### src/rtl/vend_pkg.sv
// Shared types for the vending datapath: controller states, change-coin codes
// and the default-width price/quantity table entry.
package vend_pkg;

    typedef enum logic [1:0] {
        ST_IDLE,
        ST_CHECK,
        ST_VEND,
        ST_CHANGE
    } state_e;

    localparam logic COIN_LO_C = 1'b0;
    localparam logic COIN_HI_C = 1'b1;

    localparam int unsigned DEF_AW = 10;
    localparam int unsigned DEF_QW = 4;

    typedef struct packed {
        logic [DEF_QW-1:0] qty;
        logic [DEF_AW-1:0] price;
    } tbl_entry_t;

endpackage

### src/rtl/vend_chg_disp.sv
// Change dispenser: loads an amount on start, pays it out greedily one coin per
// valid/ready handshake and flags done once less than the small coin remains.
module vend_chg_disp
    import vend_pkg::*;
#(
    parameter int unsigned AW      = 10,
    parameter int unsigned COIN_HI = 10,
    parameter int unsigned COIN_LO = 1
) (
    input  logic          clk,
    input  logic          rst,
    input  logic          start,
    input  logic [AW-1:0] amt,
    input  logic          chg_ready,
    output logic          chg_valid,
    output logic          chg_coin,
    output logic          done
);

    logic [AW-1:0] rem_q, rem_d;
    logic          active_q, active_d;
    logic          has_coin;

    always_comb begin
        has_coin  = rem_q >= AW'(COIN_LO);
        chg_valid = active_q && has_coin;
        chg_coin  = (rem_q >= AW'(COIN_HI)) ? COIN_HI_C : COIN_LO_C;
        done      = active_q && !has_coin;

        rem_d    = rem_q;
        active_d = active_q;
        if (start) begin
            rem_d    = amt;
            active_d = 1'b1;
        end else if (done) begin
            active_d = 1'b0;
        end else if (chg_valid && chg_ready) begin
            rem_d = rem_q - ((chg_coin == COIN_HI_C) ? AW'(COIN_HI) : AW'(COIN_LO));
        end
    end

    always_ff @(posedge clk) begin
        if (!rst) begin
            rem_q    <= '0;
            active_q <= 1'b0;
        end else begin
            rem_q    <= rem_d;
            active_q <= active_d;
        end
    end

endmodule

### src/rtl/vend_dp_multi.sv
// Vending datapath with integrated controller: price/qty table, deposit
// accumulator, selection check and change dispensing. AUDIT_CNT_EN adds sales counters.
module vend_dp_multi
    import vend_pkg::*;
#(
    parameter int unsigned N_PROD     = 32,
    parameter int unsigned AW         = DEF_AW,
    parameter int unsigned QW         = DEF_QW,
    parameter int unsigned MAX_DEP    = 500,
    parameter int unsigned COIN_HI    = 10,
    parameter int unsigned COIN_LO    = 1,
    parameter int unsigned INIT_PRICE = 50,
    parameter int unsigned INIT_QTY   = 10,
    localparam int unsigned SW        = $clog2(N_PROD)
) (
    input  logic          clk,
    input  logic          rst,
    input  logic          dep_valid,
    input  logic [AW-1:0] dep_amt,
    input  logic          sel_valid,
    input  logic [SW-1:0] sel,
    input  logic          cancel,
    input  logic          cfg_we,
    input  logic [SW-1:0] cfg_addr,
    input  logic [AW-1:0] cfg_price,
    input  logic [QW-1:0] cfg_qty,
    output logic          vend,
    output logic [SW-1:0] vend_prod,
    output logic          coin_rej,
    output logic          err_soldout,
    output logic          err_funds,
    output logic          chg_valid,
    output logic          chg_coin,
    input  logic          chg_ready,
`ifdef AUDIT_CNT_EN
    output logic [AW+7:0] sales_total,
    output logic [15:0]   vend_count,
`endif
    output logic [AW-1:0] balance,
    output logic          busy
);

    typedef struct packed {
        logic [QW-1:0] qty;
        logic [AW-1:0] price;
    } entry_t;

    state_e        state_q, state_d;
    logic [AW-1:0] bal_q, bal_d;
    logic [SW-1:0] sel_q, sel_d;
    logic          rej_q, rej_d;
    entry_t        tbl_q [N_PROD];

    logic          tbl_we;
    logic [SW-1:0] tbl_waddr;
    entry_t        tbl_wdata;
    entry_t        rd_entry;
    logic          sel_ok, soldout, short_funds;
    logic [AW:0]   dep_sum;
    logic [AW-1:0] remain;
    logic          chg_start, chg_done;
    logic [AW-1:0] chg_amt;

`ifdef AUDIT_CNT_EN
    logic [AW+7:0] sales_q, sales_d;
    logic [15:0]   cnt_q, cnt_d;
    logic [AW+8:0] sales_sum;
    assign sales_total = sales_q;
    assign vend_count  = cnt_q;
`endif

    // Out-of-range selections read as an empty entry so they fall out as sold out.
    assign sel_ok      = 32'(sel_q) < N_PROD;
    assign rd_entry    = sel_ok ? tbl_q[sel_q] : '0;
    assign soldout     = rd_entry.qty == '0;
    assign short_funds = bal_q < rd_entry.price;
    assign dep_sum     = {1'b0, bal_q} + {1'b0, dep_amt};
    assign remain      = bal_q - rd_entry.price;

    always_comb begin
        state_d   = state_q;
        bal_d     = bal_q;
        sel_d     = sel_q;
        rej_d     = 1'b0;
        tbl_we    = 1'b0;
        tbl_waddr = cfg_addr;
        tbl_wdata = '{qty: cfg_qty, price: cfg_price};
        chg_start = 1'b0;
        chg_amt   = '0;
`ifdef AUDIT_CNT_EN
        sales_d   = sales_q;
        cnt_d     = cnt_q;
        sales_sum = {1'b0, sales_q} + (AW+9)'(rd_entry.price);
`endif
        unique case (state_q)
            ST_IDLE: begin
                tbl_we = cfg_we && (32'(cfg_addr) < N_PROD);
                if (cancel) begin
                    rej_d = dep_valid;
                    if (bal_q != '0) begin
                        state_d   = ST_CHANGE;
                        chg_start = 1'b1;
                        chg_amt   = bal_q;
                        bal_d     = '0;
                    end
                end else if (sel_valid) begin
                    rej_d   = dep_valid;
                    sel_d   = sel;
                    state_d = ST_CHECK;
                end else if (dep_valid) begin
                    if (dep_sum <= (AW+1)'(MAX_DEP)) bal_d = dep_sum[AW-1:0];
                    else rej_d = 1'b1;
                end
            end
            ST_CHECK: begin
                rej_d = dep_valid;
                if (soldout || short_funds) state_d = ST_IDLE;
                else state_d = ST_VEND;
            end
            ST_VEND: begin
                rej_d     = dep_valid;
                tbl_we    = 1'b1;
                tbl_waddr = sel_q;
                tbl_wdata = '{qty: rd_entry.qty - QW'(1), price: rd_entry.price};
                bal_d     = '0;
`ifdef AUDIT_CNT_EN
                sales_d = sales_sum[AW+8] ? '1 : sales_sum[AW+7:0];
                cnt_d   = (cnt_q == '1) ? cnt_q : cnt_q + 16'd1;
`endif
                if (remain != '0) begin
                    state_d   = ST_CHANGE;
                    chg_start = 1'b1;
                    chg_amt   = remain;
                end else begin
                    state_d = ST_IDLE;
                end
            end
            ST_CHANGE: begin
                rej_d = dep_valid;
                if (chg_done) state_d = ST_IDLE;
            end
            default: state_d = ST_IDLE;
        endcase
    end

    always_comb begin
        vend        = state_q == ST_VEND;
        vend_prod   = vend ? sel_q : '0;
        err_soldout = (state_q == ST_CHECK) && soldout;
        err_funds   = (state_q == ST_CHECK) && !soldout && short_funds;
        busy        = state_q != ST_IDLE;
        coin_rej    = rej_q;
        balance     = bal_q;
    end

    always_ff @(posedge clk) begin
        if (!rst) begin
            state_q <= ST_IDLE;
            bal_q   <= '0;
            sel_q   <= '0;
            rej_q   <= 1'b0;
`ifdef AUDIT_CNT_EN
            sales_q <= '0;
            cnt_q   <= '0;
`endif
            for (int unsigned i = 0; i < N_PROD; i++)
                tbl_q[i] <= '{qty: QW'(INIT_QTY), price: AW'(INIT_PRICE)};
        end else begin
            state_q <= state_d;
            bal_q   <= bal_d;
            sel_q   <= sel_d;
            rej_q   <= rej_d;
`ifdef AUDIT_CNT_EN
            sales_q <= sales_d;
            cnt_q   <= cnt_d;
`endif
            if (tbl_we) tbl_q[tbl_waddr] <= tbl_wdata;
        end
    end

    vend_chg_disp #(
        .AW      (AW),
        .COIN_HI (COIN_HI),
        .COIN_LO (COIN_LO)
    ) u_chg (
        .clk       (clk),
        .rst       (rst),
        .start     (chg_start),
        .amt       (chg_amt),
        .chg_ready (chg_ready),
        .chg_valid (chg_valid),
        .chg_coin  (chg_coin),
        .done      (chg_done)
    );

endmodule

### config.mk
export PLATFORM = sky130hd
export DESIGN_NAME = vend_dp_multi
export DESIGN_NICKNAME = d
export VERILOG_FILES = /design/src/rtl/vend_pkg.sv /design/src/rtl/vend_chg_disp.sv /design/src/rtl/vend_dp_multi.sv
export SDC_FILE = /design/constraint.sdc
export NUM_CORES = 1
export LEC_CHECK = 0
export CAP_MARGIN = 20
export CORE_ASPECT_RATIO = 0.5
export CORE_MARGIN = 2
export CORE_UTILIZATION = 29
export DETAILED_ROUTE_END_ITERATION = 10
export SLEW_MARGIN = 5
export SYNTH_ARGS = -nofsm -noshare
export SYNTH_HDL_FRONTEND = slang
export SYNTH_SLANG_ARGS = --single-unit
### constraint.sdc
create_clock -name clk -period 7.6 [get_ports clk]
set_input_delay 1.52 -clock clk [delete_from_list [all_inputs] [get_ports clk]]
set_output_delay 1.52 -clock clk [all_outputs]
set_load 0.05 [all_outputs]
==> run summary <==
The later-pin clock latency in the skew report is 0.60 ns. The top fanout value on the critical path is 25. Counting both buffers and inverters, the worst setup path holds a total of 2. Synthesis produced a netlist with a net count of 1,827.

The standby leakage power came out at 0.00796 µW. The total power divided by cell area came out at 282 nW/µm². Setup repair after global routing left no endpoint under its margin. The final period demand of the worst path came out at 7.04 ns. The final cycle utilization of the critical path came out at 92.6%.

Clock tree synthesis selected as its root buffer the cell sky130_fd_sc_hd__clkbuf_16. The post-placement worst setup slack came out at 1.12 ns. Setup violations remaining at the end of the flow were counted as 0. The full die area is 81,400 µm².

Setup slack closes at 0.559 ns. The starting utilization of the core area is 29.5%. The internal power of the cells totals 4960 µW. The area of the core region came out at 77,700 µm². The final max-slew violation count came out at 0. The first global-routing pass estimated 99,900 µm of wire. Entering global routing, the biggest net connects 56 pins. The count of H-tree levels built during CTS is 2. The quantity of I/O buffers inserted on ports is 62.

The post-place instance area is 24,600 µm². The hold violation count in the final report is 0. The sequential-to-total area share from yosys stat is 61.7%. For the worst flop-to-flop path, the logic depth is 14. The count of flip-flops with a built-in enable after synthesis came out at 448. The maximum vdd drop came out at 0.000169 V. The number of buffers inserted to repair setup after CTS is 0.

The path with the worst hold slack has its endpoint at u_chg.rem_q[0]. The cell area that synthesis handed to floorplanning was 22,900 µm². Between clock sinks in the finished design, the worst skew comes to 0.0268 ns. STA classifies the critical path startpoint as a flop. The maximum single-stage delay on the critical path came out at 0.71 ns. The storage element area came out at 14,100 µm². The synthesized area divided by synthesized cell count came out at 13.0 µm². After clock tree synthesis, the clock-pin slew on the worst setup and hold paths is 0.06 ns. Summing all multi-input logic gate instances after layout gives 8120 µm². The endpoint identified for the worst register-to-register timing path is u_chg.rem_q[0].

The relative contribution of combinational cells to total power is 24.6%. For this run, design rule violations remaining after detail routing come to 0. The synthesized flop and latch total is 482.

Global routing used 16.5% of the available tracks. Data arrives at the worst endpoint at 5.52 ns. The flip-flop cell with the highest count after synthesis is sky130_fd_sc_hd__edfxtp_1. The async set or reset register ratio after synthesis came out at 0%. The routability-driven placement congestion ratio came out at 0.882. The number of iterations in the first detailed-routing pass came out at 5. The max-slew headroom at the worst pin came out at 16.8%.

Per report_power, the sequential group accounts for 42.6% of the total. The top-level I/O count is 63. The clock buffer count from CTS is 50.

Counting instances, the worst hold path has a depth of 1. The number of antenna violations at the first check in global routing came out at 0. The number of DRC markers after the initial detailed-route iteration is 1,891. The minimum setup slack among reg-to-reg paths is 2.26 ns. The post-route non-filler standard cell count came out at 2,874. The die extent in x is 402 µm.

The run finished with clean final reports. The detailed placer's ending HPWL came out at 45,400 µm. The antenna diode instance count is 0. The peak clock frequency supported by timing is 142 MHz. Yosys attributes the largest share of cell area to sky130_fd_sc_hd__edfxtp_1 (59%), sky130_fd_sc_hd__mux4_2 (12%), sky130_fd_sc_hd__nor2_1 (6.5%), sky130_fd_sc_hd__nand2_1 (4.4%), sky130_fd_sc_hd__dfxtp_1 (3.0%). The die span in y came out at 203 µm.

The clock share of power came out at 32.8%. The remaining antenna violation count after routing is 0. For this design the total switching power over the nets is 2400 µW. The maximum count of clock buffers along a single path came out at 3. By instance count, the cell type seen most on the critical path is sky130_fd_sc_hd__mux4_2. The worst setup path is of the reg2out kind.

The data required time of the worst path came out at 6.08 ns. For this design, the slowest cell found on the critical path is sky130_fd_sc_hd__clkdlybuf4s50_1. The post-cts resize count came out at 0. The kind of cell adding the most delay to the critical path is multiplexers. Counting tap cells, the placed design contains a total of 2,783 instances. The number of unique standard cell types used by synthesis came out at 77. The startpoint of the worst hold path is u_chg.rem_q[0]. The layout cell share with drive strength beyond 1 came out at 14.4%. The number of standard-cell rows in the floorplan came out at 72. sky130_fd_sc_hd__edfxtp_1 takes more of the synthesized area than any other cell. The clock sink count is 482.

STA classifies the critical path endpoint as an output port. The post-synthesis to final-layout area growth is 14.0%. The signal on the critical path passes through buf_4 > mux4_2 > mux4_2 > mux2_2 > ha_1 > fa_1 > nand2b_1 > a21oi_1 > o22ai_1 > o21bai_1 > a21o_1 > nor2_1 > clkdlybuf4s50_1.

The via count of the first global-routing pass came out at 14,700. In the routed layout, each cell is associated on average with a via count of 5.26. The final instance area came out at 26,100 µm². Counting instances in the post-synthesis netlist gives the leading cell types as sky130_fd_sc_hd__edfxtp_1 (448), sky130_fd_sc_hd__nor2_1 (398), sky130_fd_sc_hd__nand2_1 (269). The net switching share of the total power came out at 32.6%. The number of buffers added to fix hold violations after cts is 0. Detailed routing inserted a total of 15,100 vias. The actual transition at the worst max-transition pin is 1.24 ns.

The final sum of negative setup slack is 0 ns. The area share of the largest cell type after synthesis came out at 58.7%. The post-detailed-routing wire length is 68,200 µm. The post-layout net count came out at 1,868. The filler cells instantiated in the layout total 7,506. TritonCTS built the clock tree.

The number of maximum-capacitance constraint violations came out at 0. The classification of the worst-slack hold path is reg2reg. The number of warnings printed during yosys synthesis is 0. Among all cell types in the netlist, the one instantiated most often is sky130_fd_sc_hd__edfxtp_1. The synthesized netlist cell count came out at 1,758.

The overflow left after global routing came out at 0. The detail-routed net length per standard cell is 23.7 µm.
## logic make-up after synthesis
kind of cell             Yosys count  synth area share, %
XOR/XNOR                           8                0.306
adder cells (fa/ha/maj)           28                 1.63
multiplexers                     163                 14.1
AO/OA/AOI/OAI                    155                 4.89
AND/OR/NAND/NOR                  792                 14.4
flip-flops                       482                 61.7
buffers and inverters            130                 3.06
## worst max-delay path by stage
stage / slack, ns / to / depth (start not counted) / startpoint
finish: 0.56 / err_funds / 13 / flop
detailed placement: 1.12 / err_funds / 13 / flop
global placement: 1.13 / err_funds / 12 / flop
floorplan: 1.86 / err_funds / 14 / flop
CTS: 0.47 / err_funds / 13 / flop
global route: 0.25 / err_funds / 13 / flop
## cells in the final DEF (no fill, tap or decap), types with 6 or more instances in the layout
master                            netlist  layout
sky130_fd_sc_hd__nor3_1                15      14
sky130_fd_sc_hd__or3_1                  6       6
sky130_fd_sc_hd__o21a_1                 8       8
sky130_fd_sc_hd__o21ai_1                9       9
sky130_fd_sc_hd__mux2i_1               29      28
sky130_fd_sc_hd__nor4_1                11      11
sky130_fd_sc_hd__ha_1                  25      25
sky130_fd_sc_hd__a21oi_2                4       6
sky130_fd_sc_hd__nand2_1              269     269
sky130_fd_sc_hd__and2_1                13      13
sky130_fd_sc_hd__clkinv_1               1      14
sky130_fd_sc_hd__mux4_2               126     126
sky130_fd_sc_hd__nand3_1               13      13
sky130_fd_sc_hd__a211oi_1               7       7
sky130_fd_sc_hd__o22ai_1               11      11
sky130_fd_sc_hd__nor2b_1               12      12
sky130_fd_sc_hd__clkbuf_16              0      51
sky130_fd_sc_hd__buf_4                 27      30
sky130_fd_sc_hd__nand3b_1               8       8
sky130_fd_sc_hd__nand2b_1              18      17
sky130_fd_sc_hd__mux2_2                 7       7
sky130_fd_sc_hd__dfxtp_1               34      31
sky130_fd_sc_hd__a21oi_1               26      24
sky130_fd_sc_hd__clkinv_2               0      11
sky130_fd_sc_hd__nor2_1               398     398
sky130_fd_sc_hd__o21ai_0               16      16
sky130_fd_sc_hd__inv_1                 23      23
sky130_fd_sc_hd__clkdlybuf4s50_1        0      61
sky130_fd_sc_hd__a31oi_1               14      14
sky130_fd_sc_hd__clkbuf_1              40       6
sky130_fd_sc_hd__edfxtp_1             448     448
## sequential cells by signal, summed over array words and instances, names as in the netlist, named ones only
name and count:
state_q 2, u_chg.active_q 1, u_chg.rem_q 10, coin_rej 1, sel_q 5, tbl_q 448
balance 10
## power by group through the flow
stage	registers [µW]	clock network (µW)	logic (µW)
floorplan	3120	0	1280
global placement	3180	0	1770
detailed placement	3190	0	1810
CTS	3130	2440	1810
global route	3140	2540	1940
finish	3130	2410	1810
## per-layer routing
metal,vias up,part of all wire (%),global-route usage (%)
met5,-,0,0
met4,0,2.3,4.78
met3,89,7.8,2.62
met2,690,48,27.5
met1,7756,42,22.4
li1,6575,-,-
## per-stage QoR
step | util, % | hold WS [ns] | power, µW
2_1_floorplan | - | 0.478 | 4410
3_3_place_gp | 31.6 | 0.533 | 4960
3_5_place_dp | 31.6 | 0.538 | 4990
4_1_cts | 33.6 | 0.550 | 7380
5_1_grt | 33.6 | 0.580 | 7620
6_report | 33.6 | 0.553 | 7360
## cell type report
type	count	area share (%)
tap	1036	4.96
inverter	24	0.345
sequential	482	54.1
multi-input combinational	1146	31.1
clock buffer	58	5.02
clock inverter	33	1.01
timing repair buffer	95	3.48
No activity file was read; power rests on OpenSTA's default activity.
==> RTL edit, RTL diff (same flow settings) <==
Set the package constant `DEF_QW` to 6 (it was 4).
--- a/src/rtl/vend_pkg.sv
+++ b/src/rtl/vend_pkg.sv
@@ -14,5 +14,5 @@
 
     localparam int unsigned DEF_AW = 10;
-    localparam int unsigned DEF_QW = 4;
+    localparam int unsigned DEF_QW = 6;
 
     typedef struct packed {
Interface: changed (resized cfg_qty); port bits go from 63 to 65. The function was not compared with the original's and may differ.
==> RTL edit against the original RTL <==
  * Synthesized area increased by 10%
  * Total power grew 14%
  * Routed wire length is 8.6% higher
  * Critical path type unchanged
  * Combinational power grew 12%
  * Cell area rose by 12%
  * Count of clock-buffer cells in the layout up 9
  * Sequential cell count is 64 higher
  * Setup slack better by 0.22 ns
==> RTL edit: results <==
metrics = {
    "run_status": {
        "status": "finished, final reports clean",
    },
    "timing": {
        "fin_hold_ws_ns": 0.5162,
        "worstMarginPinSlew_ns": 1.157,
    },
    "routing": {
        "firstDrtPassIters": 7,
        "vias_per_cell": 5.129,
        "route.met3.wl_mm": 6.816,
    },
    "floorplanning": {
        "core_sq_mm": 0.08625,
    },
    "synth": {
        "syn_nets": 1912,
        "synth_edf_count": 512,
        "netlist_top_cells_area": "edfxtp_1, mux4_2, nor2_1, nand2_1, dfxtp_1",
        "ys_seq_area_frac": 0.6351,
    },
    "pwr": {
        "leakagePower_nw": 8.974,
    },
    "placed_design": {
        "dpl_cell_area_sq_mm": 0.02724,
        "post-place-ws_ns": 1.365,
        "place_inst": 2989,
        "numPortBuffers": 64,
    },
    "layout": {
        "signal_buffers": 120,
        "fin_nets": 1951,
        "clockBufferCount": 67,
        "num_antenna_cells": 1,
        "multi_input_area_share": 0.2917,
        "nonClkBufAreaFrac": 0.04097,
    },
    "cts": {
        "numCtsBuffers": 56,
    },
    "global_routing": {
        "grt_pass1_wl_mm": 107.4,
        "grt_pass1_vias": 15790,
        "grt_use_met2": 0.2613,
    },
    "min_path": {
        "hold_depth": 2,
    },
    "worst_setup_path": {
        "ff2ff_setup_slack_ns": 1.88,
    },
}
-- RTL edit: how the worst max path moves through the flow --
stage,startpoint,endpoint,slack (ns),cells past startpoint
detailed placement,register,err_funds,1.36,13
floorplan,register,err_funds,2.09,14
CTS,register,err_funds,0.69,13
global route,register,err_funds,0.53,12
finish,register,err_funds,0.78,12
global placement,register,err_funds,1.41,12
-- RTL edit: worst max-delay path: stages (launching register included) --
cell             delay [ns]
dfxtp_4                0.88
buf_4                  0.30
mux4_2                 0.50
mux4_2                 0.55
mux2i_1                0.29
ha_1                   0.35
nor2b_1                0.18
o2111ai_1              0.24
a31oi_1                0.15
o21ai_0                0.16
nand2b_1               0.09
nor2_1                 0.14
clkdlybuf4s50_1        0.82
-- RTL edit: cells by family after synthesis --
kind of cell | Yosys count
AND/OR/NAND/NOR | 791
flip-flops | 546
XOR/XNOR | 17
buffers and inverters | 158
AO/OA/AOI/OAI | 113
adder cells (fa/ha/maj) | 29
multiplexers | 186
